**src/rtl/sym_stream_cipher_pkg.sv**
```systemverilog
// Shared constants for the symbol stream cipher: default alphabet, mode encodings, LFSR defaults.
package sym_cipher_pkg;

  localparam logic [0:31][7:0] DEFAULT_ALPHABET = "PAULBCDEFGHIJKMNOQRSTVWXYZ#&0123";

  localparam logic MODE_ENC = 1'b0;
  localparam logic MODE_DEC = 1'b1;

  localparam logic [15:0] DEFAULT_TAPS = 16'hB400;
  localparam logic [15:0] DEFAULT_SEED = 16'h0001;

  // Only the 32-entry build has a meaningful default alphabet; other sizes start blank.
  function automatic logic [7:0] reset_entry(int unsigned idx_w, int unsigned i);
    logic [4:0] ii;
    ii = i[4:0];
    if (idx_w == 5 && i < 32) return DEFAULT_ALPHABET[ii];
    return 8'h00;
  endfunction

endpackage

```
**src/rtl/sym_stream_cipher_if.sv**
```systemverilog
// Character stream handshake bundle: input side (source -> engine) and output side (engine -> sink).
interface sym_stream_cipher_if;
  logic       in_valid;
  logic       in_ready;
  logic [7:0] in_ch;
  logic       mode;
  logic       out_valid;
  logic       out_ready;
  logic [7:0] out_ch;
  logic       out_err;

  modport master (
    output in_valid, in_ch, mode, out_ready,
    input  in_ready, out_valid, out_ch, out_err
  );

  modport slave (
    input  in_valid, in_ch, mode, out_ready,
    output in_ready, out_valid, out_ch, out_err
  );
endinterface

```
**src/rtl/sym_stream_cipher_lfsr.sv**
```systemverilog
// sym_lfsr: Fibonacci LFSR with load, single step and zero-seed substitution.
module sym_lfsr #(
  parameter int unsigned       LFSR_W = 16,
  parameter logic [LFSR_W-1:0] TAPS   = 16'hB400,
  parameter logic [LFSR_W-1:0] SEED   = 16'h0001
) (
  input  logic              clk,
  input  logic              rst,
  input  logic              i_load,
  input  logic [LFSR_W-1:0] i_seed,
  input  logic              i_step,
  output logic [LFSR_W-1:0] o_state
);

  logic [LFSR_W-1:0] r_state;
  logic              w_fb;

  assign w_fb    = ^(r_state & TAPS);
  assign o_state = r_state;

  always_ff @(posedge clk) begin
    if (rst) begin
      r_state <= SEED;
    end else if (i_load) begin
      // An all-zero state would lock up, so fall back to the default seed.
      r_state <= (i_seed == '0) ? SEED : i_seed;
    end else if (i_step) begin
      r_state <= {r_state[LFSR_W-2:0], w_fb};
    end
  end

endmodule

```
**src/rtl/sym_stream_cipher.sv**
```systemverilog
// Keyed symbol stream cipher over a loadable 2^IDX_W alphabet table.
// Optional counters enabled by SYM_STREAM_CIPHER_STATS_EN.
module sym_stream_cipher
  import sym_cipher_pkg::*;
#(
  parameter int unsigned       IDX_W  = 5,
  parameter int unsigned       LFSR_W = 16,
  parameter logic [LFSR_W-1:0] TAPS   = LFSR_W'(DEFAULT_TAPS),
  parameter logic [LFSR_W-1:0] SEED   = LFSR_W'(DEFAULT_SEED)
) (
  input  logic                clk,
  input  logic                rst,
  sym_stream_cipher_if.slave  bus,
  input  logic                i_seed_load,
  input  logic [LFSR_W-1:0]   i_seed,
  input  logic                i_tbl_we,
  input  logic [IDX_W-1:0]    i_tbl_addr,
  input  logic [7:0]          i_tbl_ch,
  output logic [15:0]         o_sym_count,
  output logic [15:0]         o_err_count
);

  localparam int unsigned N = 1 << IDX_W;

  logic [7:0]        r_tbl [N];
  logic              r_out_valid;
  logic [7:0]        r_out_ch;
  logic              r_out_err;

  logic              w_found;
  logic [IDX_W-1:0]  w_idx;
  logic [IDX_W-1:0]  w_k;
  logic [IDX_W-1:0]  w_out_idx;
  logic [LFSR_W-1:0] w_lfsr;
  logic              w_in_ready;
  logic              w_accept;

  always_ff @(posedge clk) begin
    if (rst) begin
      for (int unsigned i = 0; i < N; i++) r_tbl[i] <= reset_entry(IDX_W, i);
    end else if (i_tbl_we) begin
      r_tbl[i_tbl_addr] <= i_tbl_ch;
    end
  end

  // Scan from the top down so the lowest matching index is the last one written.
  always_comb begin
    w_found = 1'b0;
    w_idx   = '0;
    for (int unsigned i = N; i > 0; i--) begin
      if (r_tbl[i-1] == bus.in_ch) begin
        w_found = 1'b1;
        w_idx   = IDX_W'(i - 1);
      end
    end
  end

  assign w_k        = w_lfsr[IDX_W-1:0];
  assign w_out_idx  = (bus.mode == MODE_DEC) ? (w_idx - w_k) : (w_idx + w_k);
  assign w_in_ready = !i_tbl_we && !i_seed_load && (!r_out_valid || bus.out_ready);
  assign w_accept   = bus.in_valid && w_in_ready;

  sym_lfsr #(
    .LFSR_W (LFSR_W),
    .TAPS   (TAPS),
    .SEED   (SEED)
  ) u_lfsr (
    .clk     (clk),
    .rst     (rst),
    .i_load  (i_seed_load),
    .i_seed  (i_seed),
    .i_step  (w_accept && w_found),
    .o_state (w_lfsr)
  );

  always_ff @(posedge clk) begin
    if (rst) begin
      r_out_valid <= 1'b0;
      r_out_ch    <= 8'h00;
      r_out_err   <= 1'b0;
    end else if (w_accept) begin
      r_out_valid <= 1'b1;
      r_out_ch    <= w_found ? r_tbl[w_out_idx] : bus.in_ch;
      r_out_err   <= !w_found;
    end else if (bus.out_ready) begin
      r_out_valid <= 1'b0;
    end
  end

  assign bus.in_ready  = w_in_ready;
  assign bus.out_valid = r_out_valid;
  assign bus.out_ch    = r_out_ch;
  assign bus.out_err   = r_out_err;

`ifdef SYM_STREAM_CIPHER_STATS_EN
  logic [15:0] r_sym_count;
  logic [15:0] r_err_count;

  always_ff @(posedge clk) begin
    if (rst) begin
      r_sym_count <= 16'h0000;
      r_err_count <= 16'h0000;
    end else if (w_accept) begin
      if (w_found && r_sym_count != 16'hFFFF) r_sym_count <= r_sym_count + 16'd1;
      if (!w_found && r_err_count != 16'hFFFF) r_err_count <= r_err_count + 16'd1;
    end
  end

  assign o_sym_count = r_sym_count;
  assign o_err_count = r_err_count;
`else
  assign o_sym_count = 16'h0000;
  assign o_err_count = 16'h0000;
`endif

endmodule
```
**src/flat_wrapper.sv**
```systemverilog
// flat-port wrapper written by rule: the top's interface ports become plain ports
module sym_stream_cipher_flat import sym_cipher_pkg::*;
#(
  parameter int unsigned       IDX_W  = 5,
  parameter int unsigned       LFSR_W = 16,
  parameter logic [LFSR_W-1:0] TAPS   = LFSR_W'(DEFAULT_TAPS),
  parameter logic [LFSR_W-1:0] SEED   = LFSR_W'(DEFAULT_SEED)
)
  (clk, rst, i_seed_load, i_seed, i_tbl_we, i_tbl_addr, i_tbl_ch, o_sym_count, o_err_count, bus_in_valid, bus_in_ch, bus_mode, bus_out_ready, bus_in_ready, bus_out_valid, bus_out_ch, bus_out_err);
  sym_stream_cipher_if bus_i ();
  input  logic clk;
  input  logic rst;
  input  logic i_seed_load;
  input  logic [LFSR_W-1:0] i_seed;
  input  logic i_tbl_we;
  input  logic [IDX_W-1:0] i_tbl_addr;
  input  logic [7:0] i_tbl_ch;
  output logic [15:0] o_sym_count;
  output logic [15:0] o_err_count;
  input wire logic [$bits(bus_i.in_valid)-1:0] bus_in_valid;
  input wire logic [$bits(bus_i.in_ch)-1:0] bus_in_ch;
  input wire logic [$bits(bus_i.mode)-1:0] bus_mode;
  input wire logic [$bits(bus_i.out_ready)-1:0] bus_out_ready;
  output wire logic [$bits(bus_i.in_ready)-1:0] bus_in_ready;
  output wire logic [$bits(bus_i.out_valid)-1:0] bus_out_valid;
  output wire logic [$bits(bus_i.out_ch)-1:0] bus_out_ch;
  output wire logic [$bits(bus_i.out_err)-1:0] bus_out_err;
  assign bus_i.in_valid = bus_in_valid;
  assign bus_i.in_ch = bus_in_ch;
  assign bus_i.mode = bus_mode;
  assign bus_i.out_ready = bus_out_ready;
  assign bus_in_ready = bus_i.in_ready;
  assign bus_out_valid = bus_i.out_valid;
  assign bus_out_ch = bus_i.out_ch;
  assign bus_out_err = bus_i.out_err;
  sym_stream_cipher #(.IDX_W(IDX_W), .LFSR_W(LFSR_W), .TAPS(TAPS), .SEED(SEED)) u_core (.clk(clk), .rst(rst), .bus(bus_i), .i_seed_load(i_seed_load), .i_seed(i_seed), .i_tbl_we(i_tbl_we), .i_tbl_addr(i_tbl_addr), .i_tbl_ch(i_tbl_ch), .o_sym_count(o_sym_count), .o_err_count(o_err_count));
endmodule
```
**config.mk**
```make
export PLATFORM = sky130hd
export DESIGN_NAME = sym_stream_cipher_flat
export DESIGN_NICKNAME = d
export VERILOG_FILES = /design/src/rtl/sym_stream_cipher_pkg.sv /design/src/rtl/sym_stream_cipher_if.sv /design/src/rtl/sym_stream_cipher_lfsr.sv /design/src/rtl/sym_stream_cipher.sv /design/src/flat_wrapper.sv
export SDC_FILE = /design/constraint.sdc
export NUM_CORES = 1
export LEC_CHECK = 0
export CAP_MARGIN = 20
export CORE_UTILIZATION = 65
export DETAILED_ROUTE_END_ITERATION = 6
export DONT_BUFFER_PORTS = 1
export HOLD_SLACK_MARGIN = 0.02
export PLACE_DENSITY = 0.81
export SLEW_MARGIN = 30
export SYNTH_ARGS = -nofsm -noshare
export SYNTH_HDL_FRONTEND = slang
export SYNTH_SLANG_ARGS = --single-unit
```
**constraint.sdc**
```tcl
create_clock -name clk -period 6.5 [get_ports clk]
set_input_delay 1.625 -clock clk [delete_from_list [all_inputs] [get_ports clk]]
set_output_delay 1.625 -clock clk [all_outputs]
set_load 0.01 [all_outputs]
```
==> key figures <==
CTS
  – Sink Count: 282
  – Buffer levels on the longest clock path: 3
  – CTS tree: yes
  – Clk_lat worst skew: 0.57 ns
  – CTS clk-pin slew, worst paths: approximately 0.070 ns
  – Post-CTS setup buffer count: 0
  – Cts hold-fix bufs: 0
  – CTS H-Tree Depth: 1
  – Root Driver: clkbuf_16
  – Post-cts sizing count: 0
  – TritonCTS buffer count: 28

Pwr
  – LEAKAGE: roughly 5.7 nW
  – Psw: 1.26 mW
  – Part of the power in registers: between 40% and 50%
  – Cell Pwr Density: 269 nW/um2
  – Cell-internal power: ~3.5 mW
  – Peak supply drop: around 0.46 mV
  – Clock power share: 34.1%
  – Switching share of total power: around a quarter
  – Logic gate share of total power: roughly a fifth

Floorplan
  – Die width: roughly 160 um
  – Die Y: about 160 um
  – Die footprint: ~27000 um2
  – Core ar.: about 26000 um2
  – # rows: 59
  – # IOs: 87
  – Starting Density: 66.1%

Timing
  – Period utilization: 83.3%
  – Unrepaired setup endpoints after global routing: false
  – Final setup violating endpoints: 0
  – Fmax: 185 MHz
  – Minimum clock period: between 5 and 6 ns
  – Fin. max-slew vios: 0
  – Final hold violations: 0
  – Setup TNS: 0 ns
  – Rel. slew slack: between 40% and 50%
  – Layout Skew: between 0.02 and 0.025 ns
  – Tightest Pin Transition: 0.796 ns

Global route
  – M1 GR Usage: roughly half
  – First-pass GRT wire length: 69400 um
  – GR Util met2: between 50 and 60%
  – Vias in the first global route: ~11000
  – Pin count of the biggest net entering global routing: 62
  – Gr usage total: ~36%
  – Met3 Use GR: approximately 11%
  – Initial antenna violation count: 1
  – Busiest grt layer: met2
  – GR Overflow Total: 0

Worst hold path
  – Hold Path Origin: u_core.bus.out_valid$_SDFFE_PP0P_
  – Hold Crit Class: reg -> reg
  – Hold-critical path depth: 2
  – Worst Hold End: u_core.bus.out_valid$_SDFFE_PP0P_

Detailed routing
  – DR vias: between 10000 and 15000
  – Drt wl/cell: ~28 um
  – Pre-antenna DRT Iters: 5
  – Antenna Violating Nets Remaining: 0
  – Vias per cell: between 6 and 7
  – Final WL: 47100 um
  – First-iteration detailed-routing DRC count: between 1500 and 2000
  – Number of remaining DRC errors: 0

Worst setup path
  – Slowest stage delay, CP: approximately 0.59 ns
  – CP Class: in -> reg
  – CP Launch Point: bus_in_ch[6]
  – Crit Reg-Reg Startpoint: u_core.r_tbl[31][7]$_SDFFCE_PN0P_
  – FF-to-FF End: u_core.bus.out_ch[6]$_SDFFE_PP0P_
  – Crit path max fanout: 33
  – CP cell instances: xor2_1 > nor4_1 > nand2_1 > o221a_2 > o21ai_0 > a21oi_1 > o41ai_1 > a211o_1 > a21oi_1 > ha_4 > fa_2 > buf_4 > mux4_2 > mux4_2 > mux2i_1 > o22ai_1
  – Path depth of the worst reg2reg path: 16
  – CP required: between 6 and 7 ns
  – CP Data Arrival Time: roughly 5.9 ns
  – CP max stage cell: fa_2
  – Worst reg2reg setup slack: approximately 1.7 ns
  – CP Launch Type: input port
  – Worst setup EP type: flip-flop

Logic synthesis
  – Avg Cell Area, Syn: 12.5 um2
  – Mapped Area: about 17000 um2
  – Warnings from Yosys: 0
  – Post-synth EDFFs: 256
  – Count leader, synth: edfxtp_1
  – Seq/Total Area, Yosys: between 40% and 50%
  – Top FF cell, synth: edfxtp_1
  – Post-synth top area cell: edfxtp_1
  – Synth cell count leaders: 256 x edfxtp_1, 192 x xnor2_1, 154 x and2_1
  – Synth top area share: ~45%
  – Asr flop ratio synth: 0%
  – Synth Register Bits: 282
  – Number of distinct library cells after synthesis: 66
  – Syn Inst Count: about 1400
  – Synth area leaders: edfxtp_1 45%, mux4_2 10%, xnor2_1 9.8%, and2_1 5.6%, or3_1 3.9%

Place
  – Placed Instances: roughly 1600
  – Dpl hpwl: 31900 um
  – Placed cell areas: about 17000 um2
  – Port buffer count: 0
  – Placer congestion estimate: roughly 1.0

Run
  – Max Cap Violations: 0

Finish
  – Number of diodes: 0
  – # nets final: ~1400
  – Area Overhead vs Synth: 3.19%
  – Fin area: 17800 um2
  – Share of cells above drive strength 1: approximately 14%
  – Non-Filler Instances: 1661
  – Core Util, Final: 68.2%

Outcome
  – Status: finished, final reports clean
==> worst max-delay path, delay by kind of cell <==
family	cells	cell delay [ns]
AOI/OAI and AO/OA	7	1.35
xor gates and xnor gates	1	0.15
adders and majority gates	2	0.77
buffers and inverters	1	0.37
muxes	3	1.08
and+or+nand+nor	2	0.48
==> sequential cells by signal (all words and copies together), names as in the netlist <==
signal	flops
u_core.bus.out_valid	1
u_core.bus.out_ch	8
u_core.r_tbl	256
u_core.bus.out_err	1
u_core.u_lfsr.o_state	16
==> cells in the final DEF (no fill, tap or decap), types with 4 or more instances in the layout <==
cell / instances
nor3_1: 6
a211oi_1: 17
xnor2_1: 191
or2_2: 32
ha_1: 4
dfxtp_1: 26
nor4_1: 17
nor2_1: 83
and2_1: 154
nand2_1: 21
clkinv_1: 4
a21oi_1: 11
o21ai_0: 4
mux4_2: 80
nand4_1: 46
o22ai_1: 8
xor2_1: 73
buf_4: 8
or3_1: 107
edfxtp_1: 256
nor4_2: 8
a22oi_1: 8
clkinvlp_4: 4
clkbuf_16: 29
conb_1: 32
inv_1: 9
mux2i_1: 24
clkbuf_1: 6
==> power groups by stage <==
stage | clock network, mW | logic [mW] | registers (mW)
3_5_place_dp | 0 | 0.935 | 2.23
6_report | 1.63 | 0.950 | 2.21
3_3_place_gp | 0 | 0.908 | 2.23
2_1_floorplan | 0 | 0.861 | 2.17
4_1_cts | 1.64 | 0.942 | 2.20
5_1_grt | 1.70 | 1.01 | 2.20
==> how the worst max path moves through the flow <==
| stage | slack (ns) | end | cells after the start |
|---|---|---|---|
| floorplan | 0.57 | u_core.bus.out_ch[6]$_SDFFE_PP0P_ | 18 |
| global placement | 0.65 | u_core.bus.out_ch[5]$_SDFFE_PP0P_ | 16 |
| detailed placement | 0.60 | u_core.bus.out_ch[6]$_SDFFE_PP0P_ | 16 |
| CTS | 1.19 | u_core.bus.out_ch[6]$_SDFFE_PP0P_ | 16 |
| global route | 1.00 | u_core.bus.out_ch[6]$_SDFFE_PP0P_ | 16 |
| finish | 1.09 | u_core.bus.out_ch[6]$_SDFFE_PP0P_ | 16 |
==> metal layers <==
metal	routed length (um)	vias up
met5	13	-
met1	17700	5606
met4	1740	2
li1	-	4798
met2	20600	866
met3	7120	136
==> per-stage QoR <==
| step | setup slack, ns | total power, mW | hold WS (ns) |
|---|---|---|---|
| 3_3_place_gp | 0.645 | 3.14 | 0.521 |
| 5_1_grt | 1.00 | 4.91 | 0.580 |
| 4_1_cts | 1.19 | 4.77 | 0.531 |
| 2_1_floorplan | 0.567 | 3.03 | 0.505 |
| 3_5_place_dp | 0.601 | 3.17 | 0.520 |
| 6_report | 1.09 | 4.79 | 0.529 |
==> kinds of logic (layout without fill, tap and decap cells) <==
group                    count (synthesis)  count (layout)  share of synthesized area [%]
adder cells (fa/ha/maj)                  6               6                          0.480
other                                    1              32                         0.0218
AO/OA/AOI/OAI                           67              67                           2.71
multiplexers                           105             105                           11.9
XOR/XNOR                               266             266                           13.6
flip-flops                             282             282                           47.7
buffers and inverters                  151              68                           6.04
AND/OR/NAND/NOR                        500             500                           17.5
==> cell type report <==
type	count	area [um2]
clock buffers	35	748
inverters	9	33.8
flip-flops and latches	282	8210
well taps	335	419
repair buffers	10	100
multi-input cells	976	8110
clock inverters	14	150
fillers	1800	8290
(Power assumes the default switching activity.)
